## src/rtl/config_load_sequencer_if.sv

```systemverilog
// config_load_sequencer_if: config-word stream, latch-bank drive and status signals of the load sequencer
interface config_load_sequencer_if #(
   parameter int NUM_WORDS = 32,
   parameter int WORD_W    = 32,
   parameter int IDX_W     = 5
);
   logic                 io_start;
   logic                 io_abort;
   logic                 io_in_valid;
   logic                 io_in_ready;
   logic [WORD_W-1:0]    io_in_data;
   logic [WORD_W-1:0]    io_d_in;
   logic [NUM_WORDS-1:0] io_configs_en;
   logic [IDX_W-1:0]     io_word_idx;
   logic                 io_busy;
   logic                 io_done;
   logic                 io_error;
   modport master (
      output io_start, io_abort, io_in_valid, io_in_data,
      input  io_in_ready, io_d_in, io_configs_en, io_word_idx, io_busy, io_done, io_error
   );
   modport slave (
      input  io_start, io_abort, io_in_valid, io_in_data,
      output io_in_ready, io_d_in, io_configs_en, io_word_idx, io_busy, io_done, io_error
   );
endinterface

```

## src/rtl/config_load_sequencer.sv

```systemverilog
// config_load_sequencer: strobes config words into the 32x32 latch bank with data setup/hold around each enable.
// Define CFG_SEQ_CHECKSUM_EN to accept a trailing XOR checksum word and flag mismatches on io_error.
module config_load_sequencer #(
   parameter int NUM_WORDS     = 32,
   parameter int WORD_W        = 32,
   parameter int STROBE_CYCLES = 1,
   parameter int IDX_W         = 5
) (
   input logic                    clk,
   input logic                    reset,
   config_load_sequencer_if.slave bus
);
   localparam int CNT_W = STROBE_CYCLES > 1 ? $clog2(STROBE_CYCLES) : 1;
   localparam logic [2:0] IDLE   = 3'd0;
   localparam logic [2:0] ACCEPT = 3'd1;
   localparam logic [2:0] SETUP  = 3'd2;
   localparam logic [2:0] STROBE = 3'd3;
   localparam logic [2:0] HOLD   = 3'd4;
   localparam logic [2:0] DONE   = 3'd5;
`ifdef CFG_SEQ_CHECKSUM_EN
   localparam logic [2:0] CHECK  = 3'd6;
`endif

   logic [2:0]           r_state, w_nxt;
   logic [IDX_W-1:0]     r_idx;
   logic [CNT_W-1:0]     r_cnt;
   logic [WORD_W-1:0]    r_d;
   logic [NUM_WORDS-1:0] r_en;
   logic                 w_last, w_cnt_end, w_acc, w_start;

   assign w_last    = r_idx == IDX_W'(NUM_WORDS - 1);
   assign w_cnt_end = r_cnt == CNT_W'(STROBE_CYCLES - 1);
   assign w_acc     = r_state == ACCEPT && bus.io_in_valid && !bus.io_abort;
   assign w_start   = r_state == IDLE && w_nxt == ACCEPT;

   always_comb begin
      w_nxt = r_state;
      case (r_state)
         IDLE:    w_nxt = bus.io_start ? ACCEPT : IDLE;
         ACCEPT:  w_nxt = bus.io_in_valid ? SETUP : ACCEPT;
         SETUP:   w_nxt = STROBE;
         STROBE:  w_nxt = w_cnt_end ? HOLD : STROBE;
`ifdef CFG_SEQ_CHECKSUM_EN
         HOLD:    w_nxt = w_last ? CHECK : ACCEPT;
         CHECK:   w_nxt = bus.io_in_valid ? DONE : CHECK;
`else
         HOLD:    w_nxt = w_last ? DONE : ACCEPT;
`endif
         default: w_nxt = IDLE;
      endcase
      if (bus.io_abort) w_nxt = IDLE;
   end

   // Enables are registered from the next state so they never glitch and reset clears them at once.
   always_ff @(posedge clk or negedge reset) begin
      if (!reset) begin
         r_state <= IDLE;
         r_idx   <= '0;
         r_cnt   <= '0;
         r_d     <= '0;
         r_en    <= '0;
      end else begin
         r_state <= w_nxt;
         r_en    <= w_nxt == STROBE ? NUM_WORDS'(1) << r_idx : '0;
         r_cnt   <= r_state == STROBE ? r_cnt + CNT_W'(1) : '0;
         if (r_state == IDLE) r_idx <= '0;
         else if (r_state == HOLD && w_nxt == ACCEPT) r_idx <= r_idx + IDX_W'(1);
         if (w_acc) r_d <= bus.io_in_data;
      end
   end

`ifdef CFG_SEQ_CHECKSUM_EN
   logic [WORD_W-1:0] r_xor;
   logic              r_err;
   always_ff @(posedge clk or negedge reset) begin
      if (!reset) begin
         r_xor <= '0;
         r_err <= 1'b0;
      end else if (w_start) begin
         r_xor <= '0;
         r_err <= 1'b0;
      end else begin
         if (w_acc) r_xor <= r_xor ^ bus.io_in_data;
         if (r_state == CHECK && bus.io_in_valid && !bus.io_abort) r_err <= bus.io_in_data != r_xor;
      end
   end
   assign bus.io_error    = r_err;
   assign bus.io_in_ready = r_state == ACCEPT || r_state == CHECK;
`else
   assign bus.io_error    = 1'b0;
   assign bus.io_in_ready = r_state == ACCEPT;
`endif

   assign bus.io_d_in       = r_d;
   assign bus.io_configs_en = r_en;
   assign bus.io_word_idx   = r_state == IDLE ? '0 : r_idx;
   assign bus.io_busy       = r_state != IDLE;
   assign bus.io_done       = r_state == DONE;
endmodule
```

## src/flat_wrapper.sv

```systemverilog
// flat-port wrapper written by rule: the top's interface ports become plain ports
module config_load_sequencer_flat 
#(
   parameter int NUM_WORDS     = 32,
   parameter int WORD_W        = 32,
   parameter int STROBE_CYCLES = 1,
   parameter int IDX_W         = 5
)
  (clk, reset, bus_io_start, bus_io_abort, bus_io_in_valid, bus_io_in_data, bus_io_in_ready, bus_io_d_in, bus_io_configs_en, bus_io_word_idx, bus_io_busy, bus_io_done, bus_io_error);
  config_load_sequencer_if #(.NUM_WORDS(NUM_WORDS), .WORD_W(WORD_W), .IDX_W(IDX_W)) bus_i ();
  input logic clk;
  input logic reset;
  input wire logic [$bits(bus_i.io_start)-1:0] bus_io_start;
  input wire logic [$bits(bus_i.io_abort)-1:0] bus_io_abort;
  input wire logic [$bits(bus_i.io_in_valid)-1:0] bus_io_in_valid;
  input wire logic [$bits(bus_i.io_in_data)-1:0] bus_io_in_data;
  output wire logic [$bits(bus_i.io_in_ready)-1:0] bus_io_in_ready;
  output wire logic [$bits(bus_i.io_d_in)-1:0] bus_io_d_in;
  output wire logic [$bits(bus_i.io_configs_en)-1:0] bus_io_configs_en;
  output wire logic [$bits(bus_i.io_word_idx)-1:0] bus_io_word_idx;
  output wire logic [$bits(bus_i.io_busy)-1:0] bus_io_busy;
  output wire logic [$bits(bus_i.io_done)-1:0] bus_io_done;
  output wire logic [$bits(bus_i.io_error)-1:0] bus_io_error;
  assign bus_i.io_start = bus_io_start;
  assign bus_i.io_abort = bus_io_abort;
  assign bus_i.io_in_valid = bus_io_in_valid;
  assign bus_i.io_in_data = bus_io_in_data;
  assign bus_io_in_ready = bus_i.io_in_ready;
  assign bus_io_d_in = bus_i.io_d_in;
  assign bus_io_configs_en = bus_i.io_configs_en;
  assign bus_io_word_idx = bus_i.io_word_idx;
  assign bus_io_busy = bus_i.io_busy;
  assign bus_io_done = bus_i.io_done;
  assign bus_io_error = bus_i.io_error;
  config_load_sequencer #(.NUM_WORDS(NUM_WORDS), .WORD_W(WORD_W), .STROBE_CYCLES(STROBE_CYCLES), .IDX_W(IDX_W)) u_core (.clk(clk), .reset(reset), .bus(bus_i));
endmodule
```

## config.mk

```make
export PLATFORM = sky130hd
export DESIGN_NAME = config_load_sequencer_flat
export DESIGN_NICKNAME = d
export VERILOG_FILES = /design/src/rtl/config_load_sequencer_if.sv /design/src/rtl/config_load_sequencer.sv /design/src/flat_wrapper.sv
export SDC_FILE = /design/constraint.sdc
export NUM_CORES = 1
export LEC_CHECK = 0
export BUFFER_PORTS_ARGS = -buffer_cell sky130_fd_sc_hd__buf_4
export CAP_MARGIN = 10
export CORE_MARGIN = 1.5
export CORE_UTILIZATION = 40
export DETAILED_ROUTE_END_ITERATION = 16
export PLACE_DENSITY = 0.67
export SLEW_MARGIN = 20
export SYNTH_ARGS = -nofsm -noshare
export SYNTH_HDL_FRONTEND = slang
export SYNTH_SLANG_ARGS = --single-unit
```

## constraint.sdc

```tcl
create_clock -name clk -period 2.5 [get_ports clk]
set_clock_uncertainty 0.05 [all_clocks]
set_input_delay 0.5 -clock clk [delete_from_list [all_inputs] [get_ports clk]]
set_output_delay 0.5 -clock clk [all_outputs]
set_load 0.01 [all_outputs]
```

==> flow_metrics.py <==
metrics = {
    "global_routing": {
        "grt_pass1_wl_um": 9470,
        "antenna_found_initial": 0,
        "first_global_vias": 1940,
        "grt_usage_pct": 16.0,
        "overflow": 0,
        "grt_max_degree": 43,
    },
    "placed_design": {
        "dpl_cell_area_um2": 3860,
        "dp.cells": 410,
        "gp_congestion": 0.786,
        "post-dp-hpwl_um": 4540,
        "port_buffers": 108,
    },
    "cts": {
        "clk_latency_ps": 340,
        "cts_made_buffers": 9,
        "postCtsSetupBuffers": 0,
        "clock_sinks": 73,
        "htree_levels": 3,
        "cts.clk_slew.worst_paths_ps": 80,
        "cts_tree": "done",
        "holdBufCountCts": 0,
        "clk_path_buf_depth": 2,
        "cts_root_buffer": "clkbuf_8",
        "postCtsResizedCells": 0,
    },
    "final_layout": {
        "stdcell_count": 426,
        "nFillCells": 650,
        "synthToLayoutAreaGrowth_pct": 36.7,
        "drive_gt1_share_pct": 50.2,
        "nNetsFinal": 366,
        "stdcell_area_um2": 4070,
        "diodes": 0,
    },
    "worst_setup_path": {
        "critPathRequiredTime_ps": 2670,
        "end_kind": "flip-flop",
        "slowest_stage": "nand4b_4",
        "crit_fanout": 32,
        "slowest_delay_ps": 650,
        "cp_num_buf_inv": 0,
        "startpoint_type": "flip-flop",
        "critical_path.top_delay_family": "simple AND/OR/NAND/NOR gates",
        "cp.arrival_ps": 2380,
        "r2r_slack_ps": 290,
        "path_cells": "nor2_4 -> nand4b_4 -> mux2_4",
        "critical_path_class": "flip-flop to flip-flop",
    },
    "routing": {
        "drcViolationCount": 0,
        "wl_per_cell_um": 14.8,
        "viasPerCell": 4.65,
        "first_iter_violations": 81,
        "postRouteAntennaNets": 0,
        "postRouteWirelength_um": 6300,
        "num_vias": 1983,
        "dr.pass1.iters": 4,
    },
    "floorplanning": {
        "die_x_um": 89.2,
        "fp.dieArea_um2": 7960,
        "die_y_um": 89.2,
        "initial_core_util_pct": 41.2,
        "io_pins": 110,
        "rows": 31,
        "fp.coreArea_um2": 7210,
    },
    "timing": {
        "period_minus_slack_ps": 2210,
        "period_share_pct": 88.6,
        "grt_setup_unrepaired": "no",
        "worstMarginPinSlew_ps": 804,
        "finalSetupViolations": 0,
        "max_freq_mhz": 452,
        "hold_viol_final": 0,
        "maxSlewViolCount": 0,
        "fin_setup_tns_ps": 0,
        "slew_headroom_pct": 46.3,
    },
    "synthesis": {
        "yosys_warnings": 0,
        "seq_area_frac_synth_pct": 61.4,
        "syn_nets": 256,
        "synth.distinct_cells": 34,
        "synth_top_area_cell": "dfrtp_1",
        "synth_area_leaders": "dfrtp_1 (61%), mux2_4 (15%), nor2_1 (4.7%), ha_1 (2.9%), mux2_2 (1.9%)",
        "synth_area_um2": 2970,
        "yosysTopAreaCellShare_pct": 61.4,
        "postSynthCellCount": 212,
        "syn_area_per_cell_um2": 14.0,
        "ys_ff_latch": 73,
    },
    "run": {
        "maxCapViolCount": 0,
    },
    "pwr": {
        "ir_worst_vdd_mv": 0.305,
        "p_leak_nw": 2.15,
        "power_density_nw_per_um2": 784,
    },
    "status": {
        "status": "complete, no violations",
    },
    "worst_hold_path": {
        "hp-class": "input pin to async pin",
    },
}
through the flow:
step | worst slack, ps | power [mW] | hold WS (ps) | util [%]
floorplan | 810 | 1.87 | 154 | -
global placement | 277 | 2.25 | 413 | 53.5
detailed placement | 245 | 2.27 | 413 | 53.5
CTS | 262 | 3.21 | 43.4 | 56.3
global route | 168 | 3.35 | 51.7 | 56.3
finish | 285 | 3.19 | 44.5 | 56.3
where the power goes:
part / leakage, nW / total [mW] / internal (mW) / switching [mW]
combinational: 1.09 / 0.775 / 0.494 / 0.281
sequential: 0.954 / 1.47 / 1.36 / 0.112
clock: 0.103 / 0.941 / 0.516 / 0.425
total: 2.15 / 3.19 / 2.37 / 0.817
placed cells by master, fill, tap and decap left out:
| cell | n |
|---|---|
| conb_1 | 1 |
| nor2_4 | 1 |
| or4_4 | 2 |
| nand4_1 | 5 |
| a21oi_1 | 2 |
| nand4b_4 | 1 |
| clkbuf_1 | 1 |
| and2_1 | 2 |
| and3_1 | 1 |
| a21boi_0 | 1 |
| nand3b_1 | 4 |
| nand4b_1 | 2 |
| o211a_1 | 1 |
| nor3_1 | 1 |
| nor2_1 | 37 |
| buf_4 | 108 |
| nand3_1 | 6 |
| a32oi_1 | 1 |
| inv_1 | 6 |
| buf_12 | 1 |
| mux2_2 | 5 |
| nand2_1 | 3 |
| nor3b_1 | 1 |
| bufinv_16 | 1 |
| nor4bb_1 | 1 |
| mux2i_1 | 2 |
| clkinvlp_4 | 1 |
| nand2b_1 | 1 |
| clkinv_4 | 1 |
| and3b_1 | 1 |
| mux2_4 | 30 |
| o21ai_0 | 1 |
| dfrtp_1 | 73 |
| clkbuf_8 | 11 |
| nor3_2 | 1 |
| nor2b_1 | 2 |
| ha_1 | 7 |
| clkinv_2 | 1 |
worst paths after layout:
check	endpoint	start	depth (start not counted)
setup / recovery	u_core.bus.io_d_in[17]	u_core.r_state[2]	3
hold / removal	u_core.bus.io_d_in[24]	reset	1
setup reg to reg	u_core.bus.io_d_in[17]	u_core.r_state[2]	3
hold reg to reg	u_core.bus.io_d_in[21]	u_core.bus.io_d_in[21]	1
max in group asynchronous	u_core.r_idx[3]	reset	2
min in group clk	u_core.r_state[2]	bus_io_abort	2
Yosys cell counts (all sizes together):
| cell | instances |
|---|---|
| and2 | 2 |
| nand3 | 6 |
| ha | 7 |
| nand3b | 4 |
| nor3b | 1 |
| nor4bb | 1 |
| dfrtp | 73 |
| mux2i | 2 |
| or4 | 2 |
| nand2b | 1 |
| buf | 8 |
| nand4b | 3 |
| a21oi | 2 |
| nor2b | 2 |
| a32oi | 1 |
| conb | 1 |
| inv | 6 |
| mux2 | 35 |
| nor3 | 2 |
| o211a | 1 |
| nand4 | 5 |
| nor2 | 38 |
| a21boi | 1 |
| o21ai | 1 |
| clkbuf | 2 |
| and3b | 1 |
| nand2 | 3 |
| and3 | 1 |
worst register-to-register path: cells and delay by family, from the launching register on:
family / cells / cell delay, ps
DFF: 1 / 540
muxes: 1 / 570
and+or+nand+nor: 2 / 930
logic make-up (layout without fill, tap and decap cells):
family                     Yosys count  count (layout)  share of synthesized area [%]
and+or+nand+nor                     72              72                           13.3
adders and majority gates            7               7                           2.95
AOI/OAI and AO/OA                    6               6                           1.39
muxes                               37              37                           17.7
buffers and inverters               16             131                           3.07
other                                1               1                          0.126
DFF                                 73              73                           61.4
per-layer routing:
metal	part of all wire (%)	vias up	global-route usage (%)
li1	-	940	-
met4	1.2	0	6.43
met1	45	960	21.3
met5	0	-	0
met2	46	75	24.7
met3	7.7	8	4.80
cell type report:
type,instances,area (um2),area share (%)
multi-input combinational,123,1050,25.9
clock buffer,12,155,3.82
tap,99,124,3.05
sequential,73,1830,44.9
inverter,6,22.5,0.554
timing repair buffer,109,831,20.4
clock inverter,4,51.3,1.26
flip-flops by register name, indices dropped and copies added, names as in the netlist:
signal,flops
u_core.bus.io_d_in,32
u_core.r_idx,5
u_core.r_state,3
u_core.r_cnt,1
u_core.bus.io_configs_en,32
No activity file was read; power rests on OpenSTA's default activity.
